`config.mk`:
```
export PLATFORM = sky130hd
export DESIGN_NAME = detector_jogada
export DESIGN_NICKNAME = d
export VERILOG_FILES = /design/src/rtl/detector_jogada.sv
export SDC_FILE = /design/constraint.sdc
export NUM_CORES = 1
export LEC_CHECK = 0
export BUFFER_PORTS_ARGS = -buffer_cell sky130_fd_sc_hd__buf_2
export CAP_MARGIN = 15
export CORE_UTILIZATION = 50
export CTS_BUF_LIST = sky130_fd_sc_hd__clkbuf_4 sky130_fd_sc_hd__clkbuf_8 sky130_fd_sc_hd__clkbuf_16
export CTS_CLUSTER_SIZE = 20
export DETAILED_ROUTE_END_ITERATION = 12
export PLACE_DENSITY = 0.68
export SLEW_MARGIN = 25
export SYNTH_ARGS = -nofsm -noshare
export SYNTH_HDL_FRONTEND = slang
export SYNTH_SLANG_ARGS = --single-unit
```
`constraint.sdc`:
```
create_clock -name clock -period 4.1 [get_ports clock]
set_input_delay 0.82 -clock clock [delete_from_list [all_inputs] [get_ports clock]]
set_output_delay 0.82 -clock clock [all_outputs]
set_load 0.02 [all_outputs]
```
`src/rtl/detector_jogada.sv`:
```
// rtl/detector_jogada.sv - switch sync/debounce, one-hot play validation and play timeout
module detector_jogada #(
    parameter int DEBOUNCE_CYCLES = 4,
    parameter int TIMEOUT_CYCLES  = 3000
) (
    input  logic       clock,
    input  logic       reset,
    input  logic       enable,
    input  logic       limpa,
    input  logic [3:0] chaves,
    output logic [3:0] jogada,
    output logic       jogada_feita,
    output logic       jogada_invalida,
    output logic       timeout,
    output logic       db_tem_jogada,
    output logic [1:0] db_estado
);

    localparam int DW = $clog2(DEBOUNCE_CYCLES + 1);
    localparam int TW = $clog2(TIMEOUT_CYCLES + 1);

    localparam logic [1:0] OCIOSO        = 2'b00;
    localparam logic [1:0] FILTRANDO     = 2'b01;
    localparam logic [1:0] ESPERA_SOLTAR = 2'b10;

    localparam logic [DW-1:0] DB_LAST = DW'(DEBOUNCE_CYCLES - 1);
    localparam logic [TW-1:0] TO_LAST = TW'(TIMEOUT_CYCLES - 1);
    localparam logic [TW-1:0] TO_MAX  = TW'(TIMEOUT_CYCLES);

    logic [3:0]    s1, s2, cand;
    logic [1:0]    estado;
    logic [DW-1:0] cnt;
    logic [TW-1:0] tcnt;
    logic          one_hot, aceita, contando;

    always_comb begin
        one_hot  = (cand != 4'd0) && ((cand & (cand - 4'd1)) == 4'd0);
        aceita   = (estado == FILTRANDO) && (s2 == cand) && (cnt == DB_LAST);
        contando = (estado == OCIOSO) || (estado == FILTRANDO);
    end

    always_ff @(posedge clock or negedge reset) begin
        if (!reset) begin
            s1 <= 4'd0;
            s2 <= 4'd0;
        end else begin
            s1 <= chaves;
            s2 <= s1;
        end
    end

    // cnt is shared: press-stability count in FILTRANDO, release count in ESPERA_SOLTAR
    always_ff @(posedge clock or negedge reset) begin
        if (!reset) begin
            estado <= OCIOSO;
            cand   <= 4'd0;
            cnt    <= '0;
        end else begin
            case (estado)
                OCIOSO: begin
                    if (s2 != 4'd0) begin
                        cand   <= s2;
                        cnt    <= DW'(1);
                        estado <= FILTRANDO;
                    end
                end
                FILTRANDO: begin
                    if (s2 == 4'd0) begin
                        estado <= OCIOSO;
                        cnt    <= '0;
                    end else if (s2 != cand) begin
                        cand <= s2;
                        cnt  <= DW'(1);
                    end else if (cnt == DB_LAST) begin
                        estado <= ESPERA_SOLTAR;
                        cnt    <= '0;
                    end else begin
                        cnt <= cnt + DW'(1);
                    end
                end
                ESPERA_SOLTAR: begin
                    if (s2 != 4'd0) begin
                        cnt <= '0;
                    end else if (cnt == DB_LAST) begin
                        estado <= OCIOSO;
                        cnt    <= '0;
                    end else begin
                        cnt <= cnt + DW'(1);
                    end
                end
                default: begin
                    estado <= OCIOSO;
                    cnt    <= '0;
                end
            endcase
        end
    end

    // an accepted valid play overrides a same-cycle limpa
    always_ff @(posedge clock or negedge reset) begin
        if (!reset) begin
            jogada          <= 4'd0;
            jogada_feita    <= 1'b0;
            jogada_invalida <= 1'b0;
        end else begin
            jogada_feita    <= aceita && enable && one_hot;
            jogada_invalida <= aceita && enable && !one_hot;
            if (aceita && enable && one_hot) begin
                jogada <= cand;
            end else if (limpa) begin
                jogada <= 4'd0;
            end
        end
    end

    always_ff @(posedge clock or negedge reset) begin
        if (!reset) begin
            tcnt    <= '0;
            timeout <= 1'b0;
        end else begin
            if (!enable || limpa || aceita) begin
                tcnt <= '0;
            end else if (contando && (tcnt != TO_MAX)) begin
                tcnt <= tcnt + TW'(1);
            end

            if (!enable || limpa) begin
                timeout <= 1'b0;
            end else if (!aceita && contando && (tcnt == TO_LAST)) begin
                timeout <= 1'b1;
            end
        end
    end

    assign db_tem_jogada = |s2;
    assign db_estado     = estado;

endmodule

```
Word level (Yosys, flattened, before mapping)
Cells that the tools add are included.

cells by class
  eq/ne operators = 14
  $add $sub $neg = 3
  reductions and logical operators = 27
  bitwise gates (word level) = 1
  mux-type cells = 23

operators by type and width
  operator                 count
  $mux W12                 2
  $mux W4                  5
  $mux W3                  5
  $add A12 B1 Y12 const B  1
  $eq A12 B12 Y1 const B   1
  $mux W2                  6
  $ne A12 B12 Y1 const B   1
  $logic_and A1 B1 Y1      9
  $pmux W3 S3              1
  $logic_not A4 Y1         2
  $pmux W4 S2              1
  $reduce_bool A2 Y1       4
  $reduce_bool A4 Y1       2
  $ne A2 B2 Y1 const B     3
  $pmux W2 S3              1
  $reduce_and A5 Y1        1
  $and A4 B4 Y4            1
  $eq A4 B4 Y1             1
  $ne A2 B1 Y1 const B     2
  $ne A4 B4 Y1             1
  $reduce_and A4 Y1        1
  $reduce_or A4 Y1         1
  $sub A4 B1 Y4 const B    1
  $add A3 B1 Y3 const B    1
  other kinds (9)          14

word-level totals
  register bits = 36
  bits of input ports = 8
  logic and storage cells = 78
  output and inout port bits = 10

Depth between registers and ports, before layout
Gate-level depths: netlist of the first run.

  depth after elaboration = 8
  gate-level depth with buffers = 6
  mapped depth without buffers = 6

Least setup slack after synthesis of the first run
Ideal clock, no wire load.

  path kind = register to output
  start = reg s2[0]
  end = out db_tem_jogada
  arrival time = 1.010 ns
  setup slack = 2.270 ns
  stages on the path, launching flop included = 3
  buffers on the path = 0
  cell sequence = dfrtp_1 nor4_1 inv_1

on the way
  longest elaborated chain between the ends = 1

RTL lines
  item                      line  RTL
  start: declaration        30    logic [3:0] s1, s2, cand;
  start signal: assignment  45    s2 <= 4'd0;
  start signal: assignment  48    s2 <= s1;
  $reduce_or A4 Y1          135   assign db_tem_jogada = |s2;
  end: declaration          15    output logic db_tem_jogada,

No other way between the ends.

Final worst setup path of the first run
Ends and elaborated chain as after synthesis.

==> results of run 1 <==
-- power by group through the flow --
stage | sequential [W] | combinational [W] | clock, W
6_report | 0.000375 | 0.0000432 | 0.000181
5_1_grt | 0.000377 | 0.0000491 | 0.000204
4_1_cts | 0.000375 | 0.0000445 | 0.000186
3_5_place_dp | 0.000382 | 0.0000441 | 0
3_3_place_gp | 0.000381 | 0.0000425 | 0
2_1_floorplan | 0.000379 | 0.0000287 | 0
-- critical path, stage by stage, from the launching register on --
cell and delay [ns]:
dfrtp_1 0.41, nor4_1 0.51, inv_1 0.21, buf_2 0.21
-- through the flow --
step / util, % / total power, W / std cells
floorplan: - / 0.000408 / 147
global placement: 58.3 / 0.000424 / 205
detailed placement: 58.3 / 0.000426 / 205
CTS: 59.9 / 0.000605 / 212
global route: 59.9 / 0.000629 / 212
finish: 59.9 / 0.000600 / 212
-- state kept, by name (all words and copies together) (netlist names) --
register         flops
jogada_invalida      1
timeout              1
jogada_feita         1
db_estado            2
cand                 4
cnt                  3
tcnt                12
s2                   4
s1                   4
jogada               4
-- layer usage --
metal | vias to the layer above | routed length, µm | global-route usage, %
met3 | 5 | 98 | 5.84
li1 | 559 | - | -
met4 | 0 | 46 | 6.98
met5 | - | 0 | 0
met2 | 20 | 1550 | 34.1
met1 | 583 | 1360 | 22.7
-- cells by family (layout without fill, tap and decap cells) --
| group | count (synthesis) | in the layout | synth area share (%) |
|---|---|---|---|
| flops | 36 | 36 | 53.0 |
| buf+inv | 7 | 28 | 1.77 |
| xor+xnor | 15 | 15 | 7.73 |
| fa+ha+maj | 3 | 3 | 2.21 |
| mux | 9 | 9 | 6.77 |
| compound gates | 17 | 17 | 8.76 |
| simple gates | 60 | 60 | 19.7 |
-- cell type report --
cell class	count	share of cell area, %
inverter	4	0.801
timing repair buffer	17	4.54
sequential	36	48.1
multi-input combinational	104	41.0
tap	44	2.94
clock buffer	6	2.40
clock inverter	1	0.267
-- placed cells by master (no fill, tap or decap), types with 3 or more instances in the layout --
master,synthesis,layout
xnor2_1,7,7
nand2b_1,6,6
nand3_1,3,3
mux2_4,4,4
mux2_2,4,4
inv_1,4,4
nor4_1,4,4
buf_2,0,17
nor2_1,20,20
clkbuf_4,0,6
xor2_1,8,8
nand4_1,4,4
nand2_1,6,6
ha_1,3,3
nor2b_1,5,5
dfrtp_1,36,36
-- cell usage after synthesis, drive strengths merged (3+ instances only) --
master / count / area (µm²)
mux2: 8 / 105
nand2b: 6 / 37.5
inv: 4 / 15.0
nor4: 5 / 46.3
xnor2: 7 / 61.3
dfrtp: 36 / 901
nor2b: 5 / 31.3
xor2: 8 / 70.1
ha: 3 / 37.5
nand3: 3 / 15.0
nand4: 4 / 25.0
nand2: 6 / 22.5
nor2: 20 / 75.1
-- path summary, 6_finish.rpt --
check                                     from               endpoint  slack [ns]  cells after the start
setup reg to reg           cand[3]$_DFFE_PN0P_    timeout$_DFFE_PN0P_        2.08                      4
max in group asynchronous                reset    tcnt[9]$_DFFE_PN0P_        3.07                      1
min in group asynchronous                reset  jogada[3]$_DFFE_PN0P_        0.54                      1
setup / recovery               s2[0]$_DFF_PN0_          db_tem_jogada        1.62                      3
hold / removal                 s1[0]$_DFF_PN0_        s2[0]$_DFF_PN0_        0.36                      0
hold reg to reg                s1[0]$_DFF_PN0_        s2[0]$_DFF_PN0_        0.36                      0
==> reports/qor.csv, run 1 <==
stage,metric,value,unit
floorplanning,die_w,60.3,µm
cells_and_area,area_delta_synth_final,10.3,%
sta,skew,0.0142,ns
critical_path,end_kind,output port,
power,netSwitchingPower,0.000149,W
sta,report.final.slew_viol_count,0,
critical_path,crit_arrival,1.66,ns
grt,grtUsageTotal,19.6,%
yosys,ys_warn_count,0,
cells_and_area,register_area,901,µm²
sta,worst_pin_slew,0.755,ns
floorplanning,ios,18,
power,p_per_area,320,nW/µm²
routing,drt_iter0_drc,50,
floorplanning,die_h,60.3,µm
cts,ctsResizeCount,0,
sta,hold-worst-slack,0.359,ns
cts,cts_tree,built,
cts,path_clk_slew,0.09,ns
grt,grt.overflow.total,0,
power,power_frac_clock,30.3,%
power,pwr-share-comb,7.2,%
yosys,yosys.cell_types.count,38,
grt,grt_pass1_wl,5.07,mm
cts,cts.sink_count,36,
routing,via_per_inst,5.50,
grt,grt_antenna_before_repair,0,
cells_and_area,multi_input_area,768,µm²
routing,drcViolationCount,0,
hold_path,hold_class,reg -> reg,
sta,fmax,403,MHz
sta,rsz0062_at_grt,false,
cells_and_area,layout-drive-gt1-share,20.8,%
place,dp_hpwl,2.19,mm
sta,fin_ws,1.62,ns
sta,hold_viol,0,
cts,cts_hold_buf,0,
sta,finalCriticalPeriod,2.48,ns
place,port_buffers,17,
yosys,async_flop_share,100,%
critical_path,worst_setup_path_start_kind,register,
routing,drtPass1Iterations,4,
power,switching_share,24.8,%
routing,detail_route.wl_per_cell,14.4,µm
cells_and_area,nFillCells,269,
grt,grt_max_degree,37,
critical_path,required,3.28,ns
routing,vias,1167,
yosys,ys_ff_latch,36,
power,internal-power,0.000451,W
routing,wirelength,3.06,mm
yosys,syn_area,1700,µm²
cells_and_area,nets,179,
yosys,synth_flop_cell,dfrtp_1,
floorplanning,fp.coreArea,3130,µm²
cts,cts_buffer_depth,2,
cts,htree_num_levels,2,
sta,fin_crit_sh,60.5,%
cells_and_area,final_cell_area,1870,µm²
grt,first_global_vias,1097,
yosys,synth_edf_count,0,
yosys,synth_nets,158,
yosys,syn_inst,147,
power,ir_drop,235,µV
power,power_frac_seq,62.5,%
cts,root_buffer,clkbuf_4,
place,globalplace.congestion,0.810,
critical_path,worstPathMaxFanout,6,
job,maxCapViolations,0,
floorplanning,die_area,3640,µm²
floorplanning,initial_core_util,54.3,%
yosys,seq_area_frac_synth,53.0,%
floorplanning,num_rows,20,
place,pre_cts_ws,1.94,ns
yosys,avgSynthCellArea,11.6,µm²
critical_path,critPathKind,reg -> out,
routing,ant_nets,0,
sta,setup_tns,0,ns
cts,worstSkewPairLatency,0.34,ns
sta,setup_viol,0,
sta,relSlewSlack,49.7,%
cells_and_area,insertedDiodeCount,0,
cts,post_cts_buffers,0,
place,placed_cell_area,1820,µm²
cts,numCtsBuffers,5,
run_status,outcome,finished clean,
power,p_leak,0.820,nW
(Power assumes the default switching activity.)
==> inputs of run 2 (changes only) <==
--- a/config.mk
+++ b/config.mk
@@ -5,13 +5,14 @@
 export SDC_FILE = /design/constraint.sdc
 export NUM_CORES = 1
 export LEC_CHECK = 0
+export ABC_AREA = 1
 export BUFFER_PORTS_ARGS = -buffer_cell sky130_fd_sc_hd__buf_2
 export CAP_MARGIN = 15
 export CORE_UTILIZATION = 50
 export CTS_BUF_LIST = sky130_fd_sc_hd__clkbuf_4 sky130_fd_sc_hd__clkbuf_8 sky130_fd_sc_hd__clkbuf_16
 export CTS_CLUSTER_SIZE = 20
 export DETAILED_ROUTE_END_ITERATION = 12
-export PLACE_DENSITY = 0.68
+export PLACE_DENSITY = 0.67
 export SLEW_MARGIN = 25
 export SYNTH_ARGS = -nofsm -noshare
 export SYNTH_HDL_FRONTEND = slang
==> constraint.sdc (replaced) <==
create_clock -name clock -period 2.5 [get_ports clock]
set_input_delay 0.5 -clock clock [delete_from_list [all_inputs] [get_ports clock]]
set_output_delay 0.5 -clock clock [all_outputs]
set_load 0.02 [all_outputs]
==> run 2 against run 1 <==
Compared with the run above: utilization fell by 1.5 points; via count rose by 26%; largest power group unchanged; clock skew fell by 0.0056 ns; global-route usage decreased by 0.21 points; die area up 5.3%; wire length is 6.7% higher; register-to-register slack worse by 1.2 ns; worst hold slack worse by 0.13 ns; clock power grew 61%; total power increased by 150%.
==> reports/qor.csv, run 2 <==
stage,metric,value,unit
run_status,outcome,finished clean,
floorplanning,die_h,61.9,µm
yosys,async_flop_share,100,%
power,pwr-share-comb,30.8,%
power,internal-power,0.000919,W
power,power_frac_clock,19.5,%
yosys,synth_edf_count,0,
cts,cts_tree,built,
floorplanning,die_area,3830,µm²
cells_and_area,top_register,tcnt,
sta,rsz0062_at_grt,false,
cts,cts_hold_buf,0,
routing,vias,1473,
yosys,synth_top_area_share,50.2,%
critical_path,critPathKind,reg -> out,
yosys,syn_inst,227,
cells_and_area,final_cell_area,1980,µm²
cells_and_area,nets,261,
critical_path,r2r_setup_slack,0.88,ns
critical_path,worstSetupStartpoint,s2[2]$_DFF_PN0_,
cts,ctsResizeCount,0,
yosys,synth_common_cells,"nand2_1 (64), dfrtp_1 (36), inv_1 (36), nand3_1 (23), nor2_1 (22)",
yosys,seq_area_frac_synth,50.2,%
power,p_leak,1.04,nW
job,maxCapViolations,0,
sta,hold_viol,0,
power,ir_drop,437,µV
routing,drtPass1Iterations,4,
yosys,yosysMostFrequentCell,nand2_1,
cells_and_area,largest_register_ff_count,12,
yosys,syn_area,1790,µm²
grt,grt_pass1_wl,5.29,mm
grt,grtUsageTotal,19.4,%
routing,wirelength,3.26,mm
floorplanning,num_rows,21,
hold_path,hold_class,in -> async,
grt,grt.overflow.total,0,
cells_and_area,layout_common_cells,"nand2_1 (64), inv_1 (36), dfrtp_1 (36)",
critical_path,worstPathMaxFanout,7,
place,placed_cell_area,1930,µm²
cells_and_area,layout.cells.most_common,nand2_1,
routing,via_per_inst,4.98,
routing,drcViolationCount,0,
grt,grt_antenna_before_repair,0,
sta,fmax,560,MHz
place,dp_cells,289,
yosys,synth_flop_cell,dfrtp_1,
cells_and_area,area_delta_synth_final,10.5,%
power,p_per_area,756,nW/µm²
sta,relSlewSlack,48.5,%
cells_and_area,final_cell_count_no_fill,296,
sta,setup_tns,0,ns
critical_path,end_kind,output port,
place,dp_hpwl,2.45,mm
floorplanning,initial_core_util,52.9,%
grt,grt_max_degree,37,
yosys,ys_ff_latch,36,
routing,drt_iter0_drc,75,
cts,root_buffer,clkbuf_4,
place,port_buffers,17,
yosys,synth_top_area_cell,dfrtp_1,
yosys,ys_warn_count,0,
yosys,synth_nets,238,
power,power_frac_seq,49.7,%
cts,cts_buffer_depth,2,
sta,setup_viol,0,
cts,htree_num_levels,2,
grt,first_global_vias,1253,
floorplanning,die_w,61.9,µm
sta,report.final.slew_viol_count,0,
cts,path_clk_slew,0.10,ns
cts,worstSkewPairLatency,0.33,ns
critical_path,r2r_start,tcnt[0]$_DFFE_PN0P_,
sta,skew,0.00855,ns
cells_and_area,layout-drive-gt1-share,12.4,%
place,globalplace.congestion,0.850,
yosys,yosys.cell_types.count,23,
cts,cts.sink_count,36,
yosys,synthTopCellsByArea,"dfrtp_1 (50%), nand2_1 (13%), inv_1 (7.5%), nand3_1 (6.4%), nor2_1 (4.6%)",
floorplanning,fp.coreArea,3390,µm²
routing,detail_route.wl_per_cell,11.0,µm
sta,worst_pin_slew,0.773,ns
cts,post_cts_buffers,0,
sta,finalCriticalPeriod,1.79,ns
cells_and_area,nFillCells,325,
power,switching_share,38.7,%
floorplanning,ios,18,
routing,ant_nets,0,
yosys,avgSynthCellArea,7.90,µm²
cts,numCtsBuffers,5,
critical_path,crit_arrival,1.29,ns
cells_and_area,insertedDiodeCount,0,
critical_path,worst_setup_path_start_kind,register,
sta,fin_crit_sh,71.4,%
critical_path,required,2.00,ns
power,netSwitchingPower,0.000579,W
run 2: final timing paths:
kind / end / cells past startpoint
max: db_tem_jogada / 3
min reg2reg: s2[0]$_DFF_PN0_ / 0
min: tcnt[2]$_DFFE_PN0P_ / 1
max reg2reg: tcnt[4]$_DFFE_PN0P_ / 9
max in group asynchronous: s1[2]$_DFF_PN0_ / 1
min in group clock: s1[0]$_DFF_PN0_ / 1
run 2: layout make-up:
cell class / count / area, µm² / share of cell area, %
flip-flops and latches: 36 / 901 / 45.5
inverters: 36 / 135 / 6.82
clock inverters: 1 / 5.00 / 0.253
clock buffers: 6 / 45.0 / 2.27
well taps: 46 / 57.6 / 2.91
repair buffers: 17 / 85.1 / 4.30
multi-input cells: 154 / 752 / 38.0
run 2: metrics by stage:
| stage | util [%] | hold WS (ns) | setup WS [ns] | power, W |
|---|---|---|---|---|
| floorplan | - | 0.204 | 1.09 | 0.00110 |
| global placement | 57.0 | 0.332 | 0.753 | 0.00121 |
| detailed placement | 57.0 | 0.335 | 0.753 | 0.00122 |
| CTS | 58.4 | 0.250 | 0.701 | 0.00151 |
| global route | 58.4 | 0.249 | 0.603 | 0.00162 |
| finish | 58.4 | 0.231 | 0.714 | 0.00150 |
run 2: power groups by stage:
stage	registers, W	logic (W)	clock network [W]
global route	0.000757	0.000530	0.000328
global placement	0.000752	0.000458	0
CTS	0.000744	0.000465	0.000301
floorplan	0.000735	0.000367	0
detailed placement	0.000755	0.000463	0
finish	0.000744	0.000461	0.000292
run 2: kinds of logic after synthesis:
family,Yosys count,synth area share [%]
simple gates,129,32.3
buf+inv,37,7.82
flops,36,50.2
xor+xnor,1,0.489
fa+ha+maj,3,2.09
compound gates,21,7.05
run 2: worst max-delay path, stage by stage (launching register included):
cell	delay (ns)
dfrtp_1	0.41
nor2_1	0.12
nand3_1	0.20
buf_2	0.23
run 2: metal layers:
layer | vias to the layer above | global-route usage, % | routed length [µm]
li1 | 768 | - | -
met1 | 657 | 25.5 | 1680
met2 | 42 | 30.4 | 1370
met3 | 6 | 4.35 | 168
met4 | 0 | 9.52 | 44
met5 | - | 0 | 0
==> inputs of run 3 (changes only) <==
--- a/config.mk
+++ b/config.mk
@@ -5,14 +5,14 @@
 export SDC_FILE = /design/constraint.sdc
 export NUM_CORES = 1
 export LEC_CHECK = 0
-export ABC_AREA = 1
+export ABC_AREA = 0
 export BUFFER_PORTS_ARGS = -buffer_cell sky130_fd_sc_hd__buf_2
 export CAP_MARGIN = 15
 export CORE_UTILIZATION = 50
 export CTS_BUF_LIST = sky130_fd_sc_hd__clkbuf_4 sky130_fd_sc_hd__clkbuf_8 sky130_fd_sc_hd__clkbuf_16
 export CTS_CLUSTER_SIZE = 20
 export DETAILED_ROUTE_END_ITERATION = 12
-export PLACE_DENSITY = 0.67
+export PLACE_DENSITY = 0.68
 export SLEW_MARGIN = 25
 export SYNTH_ARGS = -nofsm -noshare
 export SYNTH_HDL_FRONTEND = slang
==> constraint.sdc (replaced) <==
create_clock -name clock -period 1.9 [get_ports clock]
set_input_delay 0.38 -clock clock [delete_from_list [all_inputs] [get_ports clock]]
set_output_delay 0.38 -clock clock [all_outputs]
set_load 0.02 [all_outputs]
==> run 3 against run 2 <==
Compared with the run above: critical path depth unchanged; clock power up 85%; clock skew up 0.0012 ns; global-route usage up 0.85 points; worst hold slack worse by 0.13 ns; register-to-register slack worse by 0.71 ns; total power down 3.0%.
==> reports/qor.csv, run 3 (synthesized netlist as in run 1, its figures left out) <==
stage,metric,value,unit
routing,wirelength,3.09,mm
cells_and_area,layout-drive-gt1-share,24.3,%
grt,grtUsageTotal,20.3,%
floorplanning,die_w,60.3,µm
routing,via_per_inst,5.41,
sta,worst_pin_slew,0.776,ns
routing,detail_route.wl_per_cell,14.2,µm
cells_and_area,layout.cells.most_common,dfrtp_1,
grt,grt_antenna_before_repair,0,
critical_path,worst_setup_path_start_kind,register,
floorplanning,num_rows,20,
cts,worstSkewPairLatency,0.34,ns
cts,numCtsBuffers,5,
critical_path,critPathKind,reg -> out,
cells_and_area,insertedDiodeCount,0,
cts,cts_tree,built,
critical_path,required,1.52,ns
place,globalplace.congestion,0.840,
critical_path,worstPathMaxFanout,6,
grt,first_global_vias,1154,
sta,finalCriticalPeriod,1.79,ns
floorplanning,die_h,60.3,µm
routing,drcViolationCount,0,
grt,grt_pass1_wl,5.24,mm
grt,grt_max_degree,37,
power,p_per_area,745,nW/µm²
sta,fin_crit_sh,94.1,%
cts,path_clk_slew,0.11,ns
cts,cts_hold_buf,0,
floorplanning,ios,18,
cts,cts.sink_count,36,
sta,fmax,559,MHz
cells_and_area,largest_register_ff_count,12,
grt,grt.overflow.total,0,
critical_path,end_kind,output port,
sta,setup_tns,0,ns
place,placed_cell_area,1850,µm²
sta,report.final.slew_viol_count,0,
critical_path,crit_arrival,1.41,ns
sta,hold_viol,0,
place,port_buffers,17,
routing,drt_iter0_drc,31,
floorplanning,initial_core_util,54.3,%
sta,skew,0.00973,ns
cts,htree_num_levels,2,
floorplanning,fp.coreArea,3130,µm²
cells_and_area,multi_input_area,783,µm²
place,dp_hpwl,2.15,mm
power,p_leak,0.856,nW
hold_path,hold_class,in -> async,
cells_and_area,fin_util,62.3,%
routing,ant_nets,0,
power,ir_drop,500,µV
cells_and_area,layout_common_cells,"dfrtp_1 (36), nor2_1 (20), buf_2 (17)",
cts,cts_buffer_depth,2,
sta,rsz0062_at_grt,false,
floorplanning,die_area,3640,µm²
cts,root_buffer,clkbuf_4,
cells_and_area,top_register,tcnt,
cts,post_cts_buffers,0,
sta,relSlewSlack,48.3,%
run_status,outcome,finished clean,
power,power,0.00145,W
sta,setup_viol,0,
cells_and_area,area_delta_synth_final,14.7,%
cells_and_area,nets,183,
cells_and_area,final_cell_area,1950,µm²
cells_and_area,nFillCells,251,
cells_and_area,register_area,901,µm²
job,maxCapViolations,0,
routing,vias,1174,
sta,hold-worst-slack,0.0996,ns
routing,drtPass1Iterations,4,
## run 3: changes by cell type in the layout (fill, tap and decap cells not counted), sizes merged, moves of 6 or more
cell	delta
xnor2	+7
inv	-32
mux2	+8
nand3	-20
nand2b	+6
xor2	+7
o21ai	-10
nand2	-60
nor3	-6
## run 3: cell type report
cell class / count / area share, %
tap: 44 / 2.82
multi-input combinational: 104 / 40.2
clock buffer: 6 / 2.31
inverter: 4 / 0.770
sequential: 36 / 46.2
timing repair buffer: 21 / 5.90
clock inverter: 2 / 1.80
## run 3: where the power goes
part           internal (W)  total [W]  switching, W
sequential         0.000786   0.000812     0.0000260
clock              0.000290   0.000541      0.000251
combinational     0.0000418  0.0000995     0.0000577
## run 3: path summary, 6_finish.rpt
check / start / endpoint / slack [ns] / cells past startpoint
max in group asynchronous: reset / tcnt[0]$_DFFE_PN0P_ / 1.30 / 1
min: reset / jogada[0]$_DFFE_PN0P_ / 0.1 / 1
min in group clock: chaves[3] / s1[3]$_DFF_PN0_ / 0.13 / 1
max reg2reg: cand[3]$_DFFE_PN0P_ / jogada[3]$_DFFE_PN0P_ / 0.17 / 4
max: s2[0]$_DFF_PN0_ / db_tem_jogada / 0.11 / 3
min reg2reg: s1[2]$_DFF_PN0_ / s2[2]$_DFF_PN0_ / 0.36 / 0
## run 3: routing by layer
metal / vias up / global-route usage, % / share of wire (%)
met1: 573 / 24.4 / 44
li1: 571 / - / -
met2: 24 / 32.7 / 50
met3: 6 / 6.49 / 3.8
met4: 0 / 9.63 / 1.9
met5: - / 0 / 0
## run 3: critical path: stages, from the launching register on
cell     delay (ns)
dfrtp_1        0.44
nor4_4         0.35
inv_2          0.10
buf_2          0.17
## run 3: what timing repair did
action                     in CTS  in global routing
setup endpoints to repair       1                  1
hold endpoints to repair        0                  0
cloned                          0                  0
gates resized for setup         2                  1
## run 3: metrics by stage
stage	setup slack (ns)	std cells
4_1_cts	0.0407	217
3_5_place_dp	0.180	209
5_1_grt	0.00784	217
3_3_place_gp	0.215	209
2_1_floorplan	0.158	147
6_report	0.112	217
